### src/rtl/pic_pkg.sv
// Shared types and constants for the 8259A-style interrupt controller slice.
package pic_pkg;

  localparam int NUM_IR      = 8;
  localparam int SPURIOUS_ID = 7;

  typedef logic [2:0] ir_id_t;

  typedef enum logic [1:0] {
    IDLE,
    PEND,
    ACK1,
    ACK2
  } pr_state_t;

endpackage

### src/rtl/prio_enc8.sv
// Lowest-set-bit encoder: bit 0 is the highest priority, valid flags any set bit.
module prio_enc8
  import pic_pkg::*;
(
  input  logic [NUM_IR-1:0] bits,
  output ir_id_t            id,
  output logic              valid
);

  // Scan from the lowest-priority end so the highest-priority set bit wins last.
  always_comb begin
    id    = '0;
    valid = |bits;
    for (int i = NUM_IR - 1; i >= 0; i--) begin
      if (bits[i]) id = ir_id_t'(i);
    end
  end

endmodule

### src/rtl/priority_resolver.sv
// Masks and prioritises requests against the in-service level, raises INT
// and runs the two-pulse INTA handshake that produces the vector byte.
module priority_resolver
  import pic_pkg::*;
(
  input  logic              clk,
  input  logic              reset,
  input  logic [NUM_IR-1:0] irr_in,
  input  logic [NUM_IR-1:0] imr,
  input  logic [NUM_IR-1:0] isr_cur,
  input  logic [4:0]        icw2_base,
  input  logic              inta,
  output logic              int_out,
  output logic [NUM_IR-1:0] isr_set,
  output logic [NUM_IR-1:0] irr_clear,
  output logic [7:0]        vector_out,
  output logic              vector_oe
);

  logic [NUM_IR-1:0] req;
  ir_id_t            win_id;
  ir_id_t            svc_id;
  logic              req_any;
  logic              svc_any;
  logic              req_valid;

  pr_state_t         state;
  pr_state_t         state_next;
  ir_id_t            id_q;
  ir_id_t            id_d;
  logic              first_ack;
  logic              second_ack;

  logic              int_d;
  logic [NUM_IR-1:0] isr_set_d;
  logic [NUM_IR-1:0] irr_clear_d;
  logic [7:0]        vector_d;
  logic              vector_oe_d;

  assign req = irr_in & ~imr;

  prio_enc8 u_req_enc (
    .bits  (req),
    .id    (win_id),
    .valid (req_any)
  );

  prio_enc8 u_svc_enc (
    .bits  (isr_cur),
    .id    (svc_id),
    .valid (svc_any)
  );

  // A request only counts if it strictly outranks the highest in-service level.
  assign req_valid  = req_any && (!svc_any || (win_id < svc_id));
  assign first_ack  = inta && ((state == IDLE) || (state == PEND));
  assign second_ack = inta && (state == ACK1);

  always_ff @(posedge clk or posedge reset) begin
    if (reset) begin
      state <= IDLE;
      id_q  <= '0;
    end else begin
      state <= state_next;
      id_q  <= id_d;
    end
  end

  always_comb begin
    state_next = state;
    case (state)
      IDLE: begin
        if (inta)           state_next = ACK1;
        else if (req_valid) state_next = PEND;
      end
      PEND: begin
        if (inta)            state_next = ACK1;
        else if (!req_valid) state_next = IDLE;
      end
      ACK1: begin
        if (inta) state_next = ACK2;
      end
      ACK2: state_next = IDLE;
      default: state_next = IDLE;
    endcase
  end

  // The id is captured once at the first INTA and frozen through the handshake.
  always_comb begin
    id_d        = id_q;
    isr_set_d   = '0;
    irr_clear_d = '0;
    vector_d    = '0;
    vector_oe_d = 1'b0;
    int_d       = (state_next == PEND);
    if (first_ack) begin
      if (req_valid) begin
        id_d        = win_id;
        isr_set_d   = NUM_IR'(1) << win_id;
        irr_clear_d = NUM_IR'(1) << win_id;
      end else begin
        id_d = ir_id_t'(SPURIOUS_ID);
      end
    end
    if (second_ack) begin
      vector_d    = {icw2_base, id_q};
      vector_oe_d = 1'b1;
    end
  end

  always_ff @(posedge clk or posedge reset) begin
    if (reset) begin
      int_out    <= 1'b0;
      isr_set    <= '0;
      irr_clear  <= '0;
      vector_out <= '0;
      vector_oe  <= 1'b0;
    end else begin
      int_out    <= int_d;
      isr_set    <= isr_set_d;
      irr_clear  <= irr_clear_d;
      vector_out <= vector_d;
      vector_oe  <= vector_oe_d;
    end
  end

endmodule

### config.mk
export PLATFORM = sky130hd
export DESIGN_NAME = priority_resolver
export DESIGN_NICKNAME = d
export VERILOG_FILES = /design/src/rtl/pic_pkg.sv /design/src/rtl/prio_enc8.sv /design/src/rtl/priority_resolver.sv
export SDC_FILE = /design/constraint.sdc
export NUM_CORES = 1
export LEC_CHECK = 0
export BUFFER_PORTS_ARGS = -buffer_cell sky130_fd_sc_hd__buf_4
export CAP_MARGIN = 20
export CORE_ASPECT_RATIO = 0.6
export CORE_MARGIN = 1
export CORE_UTILIZATION = 30
export DETAILED_ROUTE_END_ITERATION = 6
export GPL_ROUTABILITY_DRIVEN = 0
export SLEW_MARGIN = 20
export SYNTH_ARGS = -nofsm -noshare
export SYNTH_HDL_FRONTEND = slang
export SYNTH_SLANG_ARGS = --single-unit
export TNS_END_PERCENT = 30
### constraint.sdc
create_clock -name clk -period 1.8 [get_ports clk]
set_input_delay 0.54 -clock clk [delete_from_list [all_inputs] [get_ports clk]]
set_output_delay 0.54 -clock clk [all_outputs]
set_load 0.01 [all_outputs]
==> results of run 1 <==
==> placed cells by master, fill, tap and decap left out, types with 2 or more instances in the layout <==
cell type                  netlist  layout
sky130_fd_sc_hd__buf_4           8      77
sky130_fd_sc_hd__nor3_1          6       6
sky130_fd_sc_hd__nor2_1         16      12
sky130_fd_sc_hd__o31ai_1         2       2
sky130_fd_sc_hd__nand2_1         4       2
sky130_fd_sc_hd__and2_1          9       9
sky130_fd_sc_hd__o21a_1          2       2
sky130_fd_sc_hd__o21bai_1        2       2
sky130_fd_sc_hd__dfrtp_1        23      23
sky130_fd_sc_hd__buf_6           0       3
sky130_fd_sc_hd__a21oi_2         1       3
sky130_fd_sc_hd__nor2b_1         7       6
sky130_fd_sc_hd__nor2_4          0       2
sky130_fd_sc_hd__nand2b_1        3       2
sky130_fd_sc_hd__a21oi_1         6       3
sky130_fd_sc_hd__nor2_2          0       2
sky130_fd_sc_hd__nor2b_4         1       2
sky130_fd_sc_hd__clkbuf_8        0       3
sky130_fd_sc_hd__inv_1           5       4
==> cell type report <==
class / instances / area (um^2)
Timing Repair Buffer: 80 / 612
Tap cell: 47 / 58.8
Clock inverter: 1 / 5.00
Inverter: 5 / 18.8
Multi-Input combinational cell: 78 / 608
Fill cell: 356 / 1760
Sequential cell: 23 / 576
Clock buffer: 3 / 41.3
==> cells by family (layout without fill, tap and decap cells) <==
| kind of cell | Yosys count | in the layout | share of synthesized area |
|---|---|---|---|
| compound gates | 22 | 22 | 0.152 |
| buf+inv | 14 | 89 | 0.0711 |
| simple gates | 54 | 54 | 0.260 |
| fa+ha+maj | 2 | 2 | 0.0215 |
| flops | 23 | 23 | 0.496 |
==> what timing repair did <==
item / in CTS / in global routing
resized for setup: 7 / 9
buffers inserted: 0 / 1
pin swaps: 5 / 6
endpoints found under the setup margin: 13 / 13
hold buffers: 0 / 0
hold endpoints to repair: 0 / 0
==> final timing paths <==
kind	start	end	cells after the start
hold / removal	reset	vector_out[2]	3
setup / recovery	isr_cur[5]	id_q[0]	9
setup reg to reg	state[1]	id_q[0]	4
max in group asynchronous	reset	vector_out[7]	3
min in group clk	state[0]	state[1]	1
hold reg to reg	state[0]	state[1]	1
==> cell usage after synthesis (2+ instances only) <==
library cell	count	area share
sky130_fd_sc_hd__and2_1	9	0.048
sky130_fd_sc_hd__dfrtp_1	23	0.50
sky130_fd_sc_hd__o21bai_1	2	0.013
sky130_fd_sc_hd__a21oi_1	6	0.026
sky130_fd_sc_hd__nand2b_1	3	0.016
sky130_fd_sc_hd__o31ai_1	2	0.013
sky130_fd_sc_hd__nand2_1	4	0.013
sky130_fd_sc_hd__ha_1	2	0.022
sky130_fd_sc_hd__nor2b_1	7	0.038
sky130_fd_sc_hd__o21a_1	2	0.013
sky130_fd_sc_hd__o21ai_0	2	0.0086
sky130_fd_sc_hd__inv_1	5	0.016
sky130_fd_sc_hd__buf_4	8	0.052
sky130_fd_sc_hd__nor2_1	16	0.052
sky130_fd_sc_hd__nor3_1	6	0.026
==> power breakdown <==
| group | total [mW] | switching (mW) | internal, mW |
|---|---|---|---|
| combinational | 0.530 | 0.243 | 0.287 |
| sequential | 0.659 | 0.0401 | 0.618 |
| clock | 0.310 | 0.155 | 0.154 |
| total | 1.50 | 0.438 | 1.06 |
==> stage by stage <==
step | utilization | std cells | cell area, um^2
6_report | 0.522 | 237 | 1920
5_1_grt | 0.522 | 237 | 1920
4_1_cts | 0.507 | 236 | 1870
3_5_place_dp | 0.488 | 232 | 1800
3_3_place_gp | 0.488 | 232 | 1800
2_1_floorplan | - | 115 | 1210
==> flip-flops by register name, summed over array words and instances, names as in the netlist <==
name / count
int_out: 1
vector_oe: 1
irr_clear: 8
vector_out: 8
state: 2
id_q: 3
==> worst max-delay path, cell delays in order <==
cell and delay [ns]:
sky130_fd_sc_hd__buf_6 0.09, sky130_fd_sc_hd__or4_4 0.55, sky130_fd_sc_hd__nand2_4 0.09, sky130_fd_sc_hd__ha_4 0.14
sky130_fd_sc_hd__o21a_1 0.13, sky130_fd_sc_hd__nor2_2 0.05, sky130_fd_sc_hd__or2_4 0.24, sky130_fd_sc_hd__o211ai_4 0.24
sky130_fd_sc_hd__o22a_1 0.15
==> layer usage <==
metal,track usage,vias to the layer above,share of wire
met5,0,-,0
met4,0.0965,0,0.030
met3,0.0327,8,0.057
met2,0.238,40,0.48
met1,0.189,502,0.43
li1,-,535,-
==> impl_metrics.tcl, run 1 <==
set metrics [dict create \
    final_antenna_violating_net_count 0 \
    worst_clock_skew_ns 0.00181 \
    buffer_ports.inserted 57 \
    report.final.hold_viol_count 0 \
    syn_nets 149 \
    synth_sequential_area_ratio 0.496 \
    maximum_level_of_the_cts_h_tree 1 \
    status "finished, violations left" \
    worst_slack_ns -0.228 \
    tritoncts_num_sinks 23 \
    n_antenna_cell 0 \
    grt_remaining_overflow 0 \
    async_s_r_ff_share_synth 1.00 \
    drc_violation_count_after_routing 0 \
    detailedPlace.worstSlack_ns -0.551 \
    via_count_of_the_first_global_routing_pass 1047 \
    antenna_found_initial 0 \
    drive_gt1_frac 0.568 \
    final_net_count 225 \
    area.growth.synth_to_final_pct 65.3 \
    setup.worst_path.start_class "primary input" \
    final.setup.tns_ns -2.01 \
    slew_headroom 0.719 \
    wire_length_of_the_first_global_routing_pass_um 4550 \
    reg2reg_slack_ns 0.61 \
    p_per_area_nw_per_um2 781 \
    starting_utilization_of_the_core_area 0.316 \
    rows 17 \
    drv_cap 0 \
    unrepaired_setup_endpoints_after_global_routing "true" \
    violations_in_the_final_reports "setup timing" \
    dieWidth_um 82.3 \
    critPathCaptureType "register" \
    synth-edff-count 0 \
    dp_hpwl_um 2390 \
    pin_count_of_the_biggest_net_entering_global_routing 24 \
    totalPowerFinal_mw 1.50 \
    vias 1085 \
    clock_edge_transition_at_the_registers_on_the_reported_setup_and_hold_paths_ns 0.08 \
    clock_tree_from_tritoncts "built" \
    per_cell_via_count_in_the_routed_design 4.58 \
    coreArea_um2 3680 \
    worstSetupPathType "primary input to register" \
    overall_track_demand_over_capacity_in_global_routing 0.152 \
    yosys_warnings 0 \
    die_outline_area_um2 4130 \
    synth_cell_area_um2 1160 \
    wl_um 2900 \
    min-delay-path-class "primary input to async pin" \
    worst_ep_required_time_ns 2.01 \
    min_period_over_period 1.13 \
    synth.lib_cells_used.distinct 33 \
    yosys_register_bits 23 \
    die_height_um 50.2 \
    final_period_minus_worst_setup_slack_ns 2.03 \
    tightestPinTransition_ns 0.420 \
    drt_first_iter_violations 26 \
    insertion_delay_ns 0.26 \
    clockBufferDepth 2 \
    leakage_nw 0.952 \
    timing.final.max_slew_violations 0 \
    finalHoldWorstSlack_ns 0.308 \
    num_io_pins 58 \
    arrival_ns 2.24 \
    max_freq_mhz 493 \
    wl_per_cell_um 12.2 \
    postSynthAreaPerCell_um2 10.1 \
    postSynthCellCount 115 \
    vdd_drop_max_uv 554 \
    setup_viol 13 \
    crit_path_max_fanout 5 \
    cts_root_buf "sky130_fd_sc_hd__clkbuf_8" \
    ys_dominant_reg_cell "sky130_fd_sc_hd__dfrtp_1" \
    drt_first_pass_iters 6 \
    cts_buffers 3 \
]
No activity file was read; power rests on OpenSTA's default activity.
==> run 2: changes to the inputs <==
- CTS_CLUSTER_DIAMETER: default -> 150
- SKIP_CTS_REPAIR_TIMING: default -> 1
==> impl_metrics.tcl, run 2 (same netlist as run 1, synthesis figures left out) <==
set metrics [dict create \
    status "finished, violations left" \
    violations_in_the_final_reports "setup timing" \
    via_count_of_the_first_global_routing_pass 1045 \
    final_antenna_violating_net_count 0 \
    combinational_share_of_power 0.354 \
    totalPowerFinal_mw 1.50 \
    clock_edge_transition_at_the_registers_on_the_reported_setup_and_hold_paths_ns 0.08 \
    detailedPlace.worstSlack_ns -0.551 \
    report.final.hold_viol_count 0 \
    wl_um 2930 \
    drt_first_pass_iters 6 \
    overall_track_demand_over_capacity_in_global_routing 0.151 \
    n_antenna_cell 0 \
    cts_root_buf "sky130_fd_sc_hd__clkbuf_8" \
    reg2reg_from "state[1]" \
    clockBufferDepth 2 \
    min-delay-path-class "primary input to async pin" \
    die_height_um 50.2 \
    dp_hpwl_um 2390 \
    ff2ff_path_depth 4 \
    vdd_drop_max_uv 554 \
    drt_first_iter_violations 20 \
    drc_violation_count_after_routing 0 \
    slew_headroom 0.723 \
    crit_path_max_fanout 5 \
    tritoncts_num_sinks 23 \
    power_frac_seq 0.438 \
    final_net_count 225 \
    pin_count_of_the_biggest_net_entering_global_routing 24 \
    grt_remaining_overflow 0 \
    arrival_ns 2.18 \
    setup_viol 13 \
    area.growth.synth_to_final_pct 65.7 \
    setup.worst_path.start_class "primary input" \
    switching_share 0.294 \
    p_per_area_nw_per_um2 782 \
    buffer_ports.inserted 57 \
    worst_ep_required_time_ns 1.96 \
    starting_utilization_of_the_core_area 0.316 \
    layout.cells.most_common_list "77 x sky130_fd_sc_hd__buf_4, 23 x sky130_fd_sc_hd__dfrtp_1, 12 x sky130_fd_sc_hd__nor2_1, 8 x sky130_fd_sc_hd__and2_1" \
    clock_tree_from_tritoncts "built" \
    timing.final.max_slew_violations 0 \
    crit-reg2reg-capture "id_q[0]" \
    power.switching_mw 0.443 \
    wl_per_cell_um 12.4 \
    power.share.clock 0.208 \
    wire_length_of_the_first_global_routing_pass_um 4510 \
    final_period_minus_worst_setup_slack_ns 2.02 \
    drive_gt1_frac 0.579 \
    tightestPinTransition_ns 0.415 \
    cts_buffers 3 \
    num_io_pins 58 \
    worstSetupPathType "primary input to register" \
    coreArea_um2 3680 \
    max_freq_mhz 495 \
    biggestRegsByFlops "irr_clear: 8 flops, vector_out: 8 flops, id_q: 3 flops" \
    fillCellCount 354 \
    reg2reg_slack_ns 0.61 \
    die_outline_area_um2 4130 \
    leakage_nw 0.953 \
    drv_cap 0 \
    rows 17 \
    p_int_mw 1.06 \
    layout_commonest_cell "sky130_fd_sc_hd__buf_4" \
    per_cell_via_count_in_the_routed_design 4.57 \
    insertion_delay_ns 0.26 \
    maximum_level_of_the_cts_h_tree 1 \
    dieWidth_um 82.3 \
    unrepaired_setup_endpoints_after_global_routing "true" \
    min_period_over_period 1.12 \
    critPathCaptureType "register" \
    antenna_found_initial 0 \
    worst_slack_ns -0.219 \
    vias 1084 \
    worst_clock_skew_ns 0.00167 \
]
==> run 2: worst max-delay path, stage by stage <==
cell and delay (ns):
sky130_fd_sc_hd__buf_6 0.09, sky130_fd_sc_hd__or4_4 0.55, sky130_fd_sc_hd__nand2_4 0.09, sky130_fd_sc_hd__ha_4 0.20, sky130_fd_sc_hd__a221oi_4 0.38, sky130_fd_sc_hd__o211ai_4 0.15, sky130_fd_sc_hd__o22a_1 0.17
==> run 2: layout make-up <==
class / instances / area, um^2 / area share
multi-input cells: 78 / 613 / 0.319
flip-flops and latches: 23 / 576 / 0.299
clock inverters: 1 / 5.00 / 0.00260
inverters: 5 / 18.8 / 0.00975
well taps: 47 / 58.8 / 0.0306
clock buffers: 3 / 41.3 / 0.0215
repair buffers: 80 / 612 / 0.318
==> run 2: power by group through the flow <==
stage               logic [mW]  clock network (mW)  registers [mW]
detailed placement       0.508                   0           0.669
CTS                      0.509               0.324           0.659
global route             0.581               0.349           0.669
finish                   0.532               0.313           0.659
floorplan                0.232                   0           0.694
global placement         0.490                   0           0.666
==> run 2: worst max path at each step <==
| stage | start | to | slack [ns] |
|---|---|---|---|
| floorplan | isr_cur[5] | id_q[0] | -0.33 |
| global placement | irr_in[4] | state[0] | -0.49 |
| detailed placement | irr_in[4] | state[0] | -0.55 |
| CTS | irr_in[4] | state[0] | -0.27 |
| global route | irr_in[4] | id_q[0] | -0.27 |
| finish | isr_cur[5] | id_q[0] | -0.22 |
==> run 2: through the flow <==
stage | TNS, ns | hold WS [ns] | area [um^2] | utilization | cells
after floorplan | -3.36 | 0.412 | 1210 | - | 115
after global placement | -5.83 | 0.418 | 1800 | 0.488 | 232
after detailed placement | -6.31 | 0.425 | 1800 | 0.488 | 232
after CTS | -2.68 | 0.315 | 1840 | 0.501 | 236
after global routing | -2.48 | 0.330 | 1920 | 0.523 | 237
final | -1.83 | 0.308 | 1920 | 0.523 | 237
==> run 2: layer usage <==
metal  part of all wire  wire length, um  track usage
met5                  0                0            0
met4              0.030               88       0.0965
met3              0.056              165       0.0327
met2               0.48             1400        0.236
met1               0.44             1280        0.190
==> run 3: changes to the inputs <==
- CORE_MARGIN: 1 -> 2
==> impl_metrics.tcl, run 3 (same netlist as run 1, synthesis figures left out) <==
set metrics [dict create \
    status "finished, violations left" \
    violations_in_the_final_reports "setup timing" \
    die_height_um 52.2 \
    unrepaired_setup_endpoints_after_global_routing "true" \
    wl_per_cell_um 12.6 \
    drc_violation_count_after_routing 0 \
    pin_count_of_the_biggest_net_entering_global_routing 24 \
    worst_path_cell_trace "buf_6 -> or4_4 -> nand2_4 -> ha_4 -> a221oi_4 -> a31o_2 -> a21oi_2" \
    drt_first_iter_violations 9 \
    per_cell_via_count_in_the_routed_design 4.59 \
    final_antenna_violating_net_count 0 \
    finalHoldWorstSlack_ns 0.307 \
    postPlaceCellArea_um2 1790 \
    layout.cells.most_common_list "78 x sky130_fd_sc_hd__buf_4, 23 x sky130_fd_sc_hd__dfrtp_1, 13 x sky130_fd_sc_hd__nor2_1, 9 x sky130_fd_sc_hd__and2_1, 6 x sky130_fd_sc_hd__nor2b_1" \
    fillCellCount 349 \
    critPathCaptureType "register" \
    grt_remaining_overflow 0 \
    setup_viol 13 \
    layout.cells.non_filler 236 \
    dp.cells 231 \
    layout_commonest_cell "sky130_fd_sc_hd__buf_4" \
    p_per_area_nw_per_um2 795 \
    cts_buffers 3 \
    starting_utilization_of_the_core_area 0.316 \
    dp_hpwl_um 2520 \
    via_count_of_the_first_global_routing_pass 1063 \
    maximum_level_of_the_cts_h_tree 1 \
    final_period_minus_worst_setup_slack_ns 2.04 \
    buffer_ports.inserted 57 \
    timing.final.max_slew_violations 0 \
    worst_stage_delay_on_the_critical_path_ns 0.55 \
    insertion_delay_ns 0.26 \
    wire_length_of_the_first_global_routing_pass_um 4670 \
    arrival_ns 2.19 \
    tritoncts_num_sinks 23 \
    antenna_found_initial 0 \
    rows 17 \
    tightestPinTransition_ns 0.446 \
    clock_edge_transition_at_the_registers_on_the_reported_setup_and_hold_paths_ns 0.07 \
    worst_path_max_delay_cell "sky130_fd_sc_hd__or4_4" \
    wl_um 2980 \
    final_net_count 224 \
    crit_path_max_fanout 3 \
    min-delay-path-class "primary input to async pin" \
    area.growth.synth_to_final_pct 63.1 \
    dieWidth_um 84.3 \
    finalInstanceArea_um2 1890 \
    n_antenna_cell 0 \
    min_period_over_period 1.13 \
    leakage_nw 0.940 \
    detailedPlace.worstSlack_ns -0.562 \
    coreArea_um2 3680 \
    drt_first_pass_iters 4 \
    cts_root_buf "sky130_fd_sc_hd__clkbuf_8" \
    worst_clock_skew_ns 0.00210 \
    report.final.hold_viol_count 0 \
    vias 1083 \
    num_io_pins 58 \
    worstSetupPathType "primary input to register" \
    clock_tree_from_tritoncts "built" \
    max_freq_mhz 490 \
    clockBufferDepth 2 \
    totalPowerFinal_mw 1.51 \
    worst_ep_required_time_ns 1.95 \
    setup.worst_path.start_class "primary input" \
    worst_slack_ns -0.242 \
    overall_track_demand_over_capacity_in_global_routing 0.137 \
    vdd_drop_max_uv 387 \
    drive_gt1_frac 0.577 \
    biggestRegsByFlops "irr_clear: 8 flops, vector_out: 8 flops, id_q: 3 flops" \
    drv_cap 0 \
    die_outline_area_um2 4400 \
    slew_headroom 0.700 \
]
-- run 3: cell types whose count changed in the layout (fill, tap and decap cells not counted), moves of 2 or more --
cell                      before  now
sky130_fd_sc_hd__a21oi_1       3    1
sky130_fd_sc_hd__a21oi_2       3    5
sky130_fd_sc_hd__buf_6         3    1
sky130_fd_sc_hd__nor2_4        2    0
sky130_fd_sc_hd__nor3_1        6    4
sky130_fd_sc_hd__nor3_2        0    2
-- run 3: worst max-delay path: cells and delay by family --
kind | cells | cell delay [ns]
adder cells (fa/ha/maj) | 1 | 0.20
AND/OR/NAND/NOR | 2 | 0.64
buffers and inverters | 1 | 0.10
AO/OA/AOI/OAI | 3 | 0.71
-- run 3: final timing paths --
kind	startpoint	end	slack (ns)	cells after the start
worst min-delay path	reset	vector_out[3]	0.31	3
worst max register to register	state[1]	id_q[0]	0.61	4
worst max-delay path	isr_cur[6]	id_q[2]	-0.24	7
min in group clk	state[0]	state[1]	0.47	1
max in group asynchronous	reset	vector_out[6]	1.28	3
worst min register to register	state[0]	state[1]	0.47	1
-- run 3: power breakdown --
part	leakage (nW)	switching (mW)	internal, mW	total [mW]
registers	0.299	0.0429	0.618	0.661
clock network	0.0255	0.154	0.154	0.309
logic	0.615	0.251	0.284	0.535
total	0.940	0.448	1.06	1.51
-- run 3: final cells by class --
| class | instances | area [um^2] | share of cell area |
|---|---|---|---|
| clock inverters | 1 | 5.00 | 0.00264 |
| well taps | 47 | 58.8 | 0.0310 |
| multi-input cells | 78 | 598 | 0.316 |
| clock buffers | 3 | 41.3 | 0.0218 |
| inverters | 5 | 18.8 | 0.00991 |
| flip-flops and latches | 23 | 576 | 0.304 |
| repair buffers | 79 | 597 | 0.315 |
-- run 3: per-stage QoR --
step | TNS, ns | util
floorplan | -3.36 | -
global placement | -5.89 | 0.486
detailed placement | -6.41 | 0.486
CTS | -2.86 | 0.498
global route | -2.80 | 0.515
finish | -2.04 | 0.515
-- run 3: per-layer routing --
metal  global-route usage  vias up  routed length, um
li1                     -      530                  -
met2                0.239       58               1410
met1                0.173      484               1290
met4               0.0484        0                 65
met3               0.0268       11                222
met5                    0        -                  0
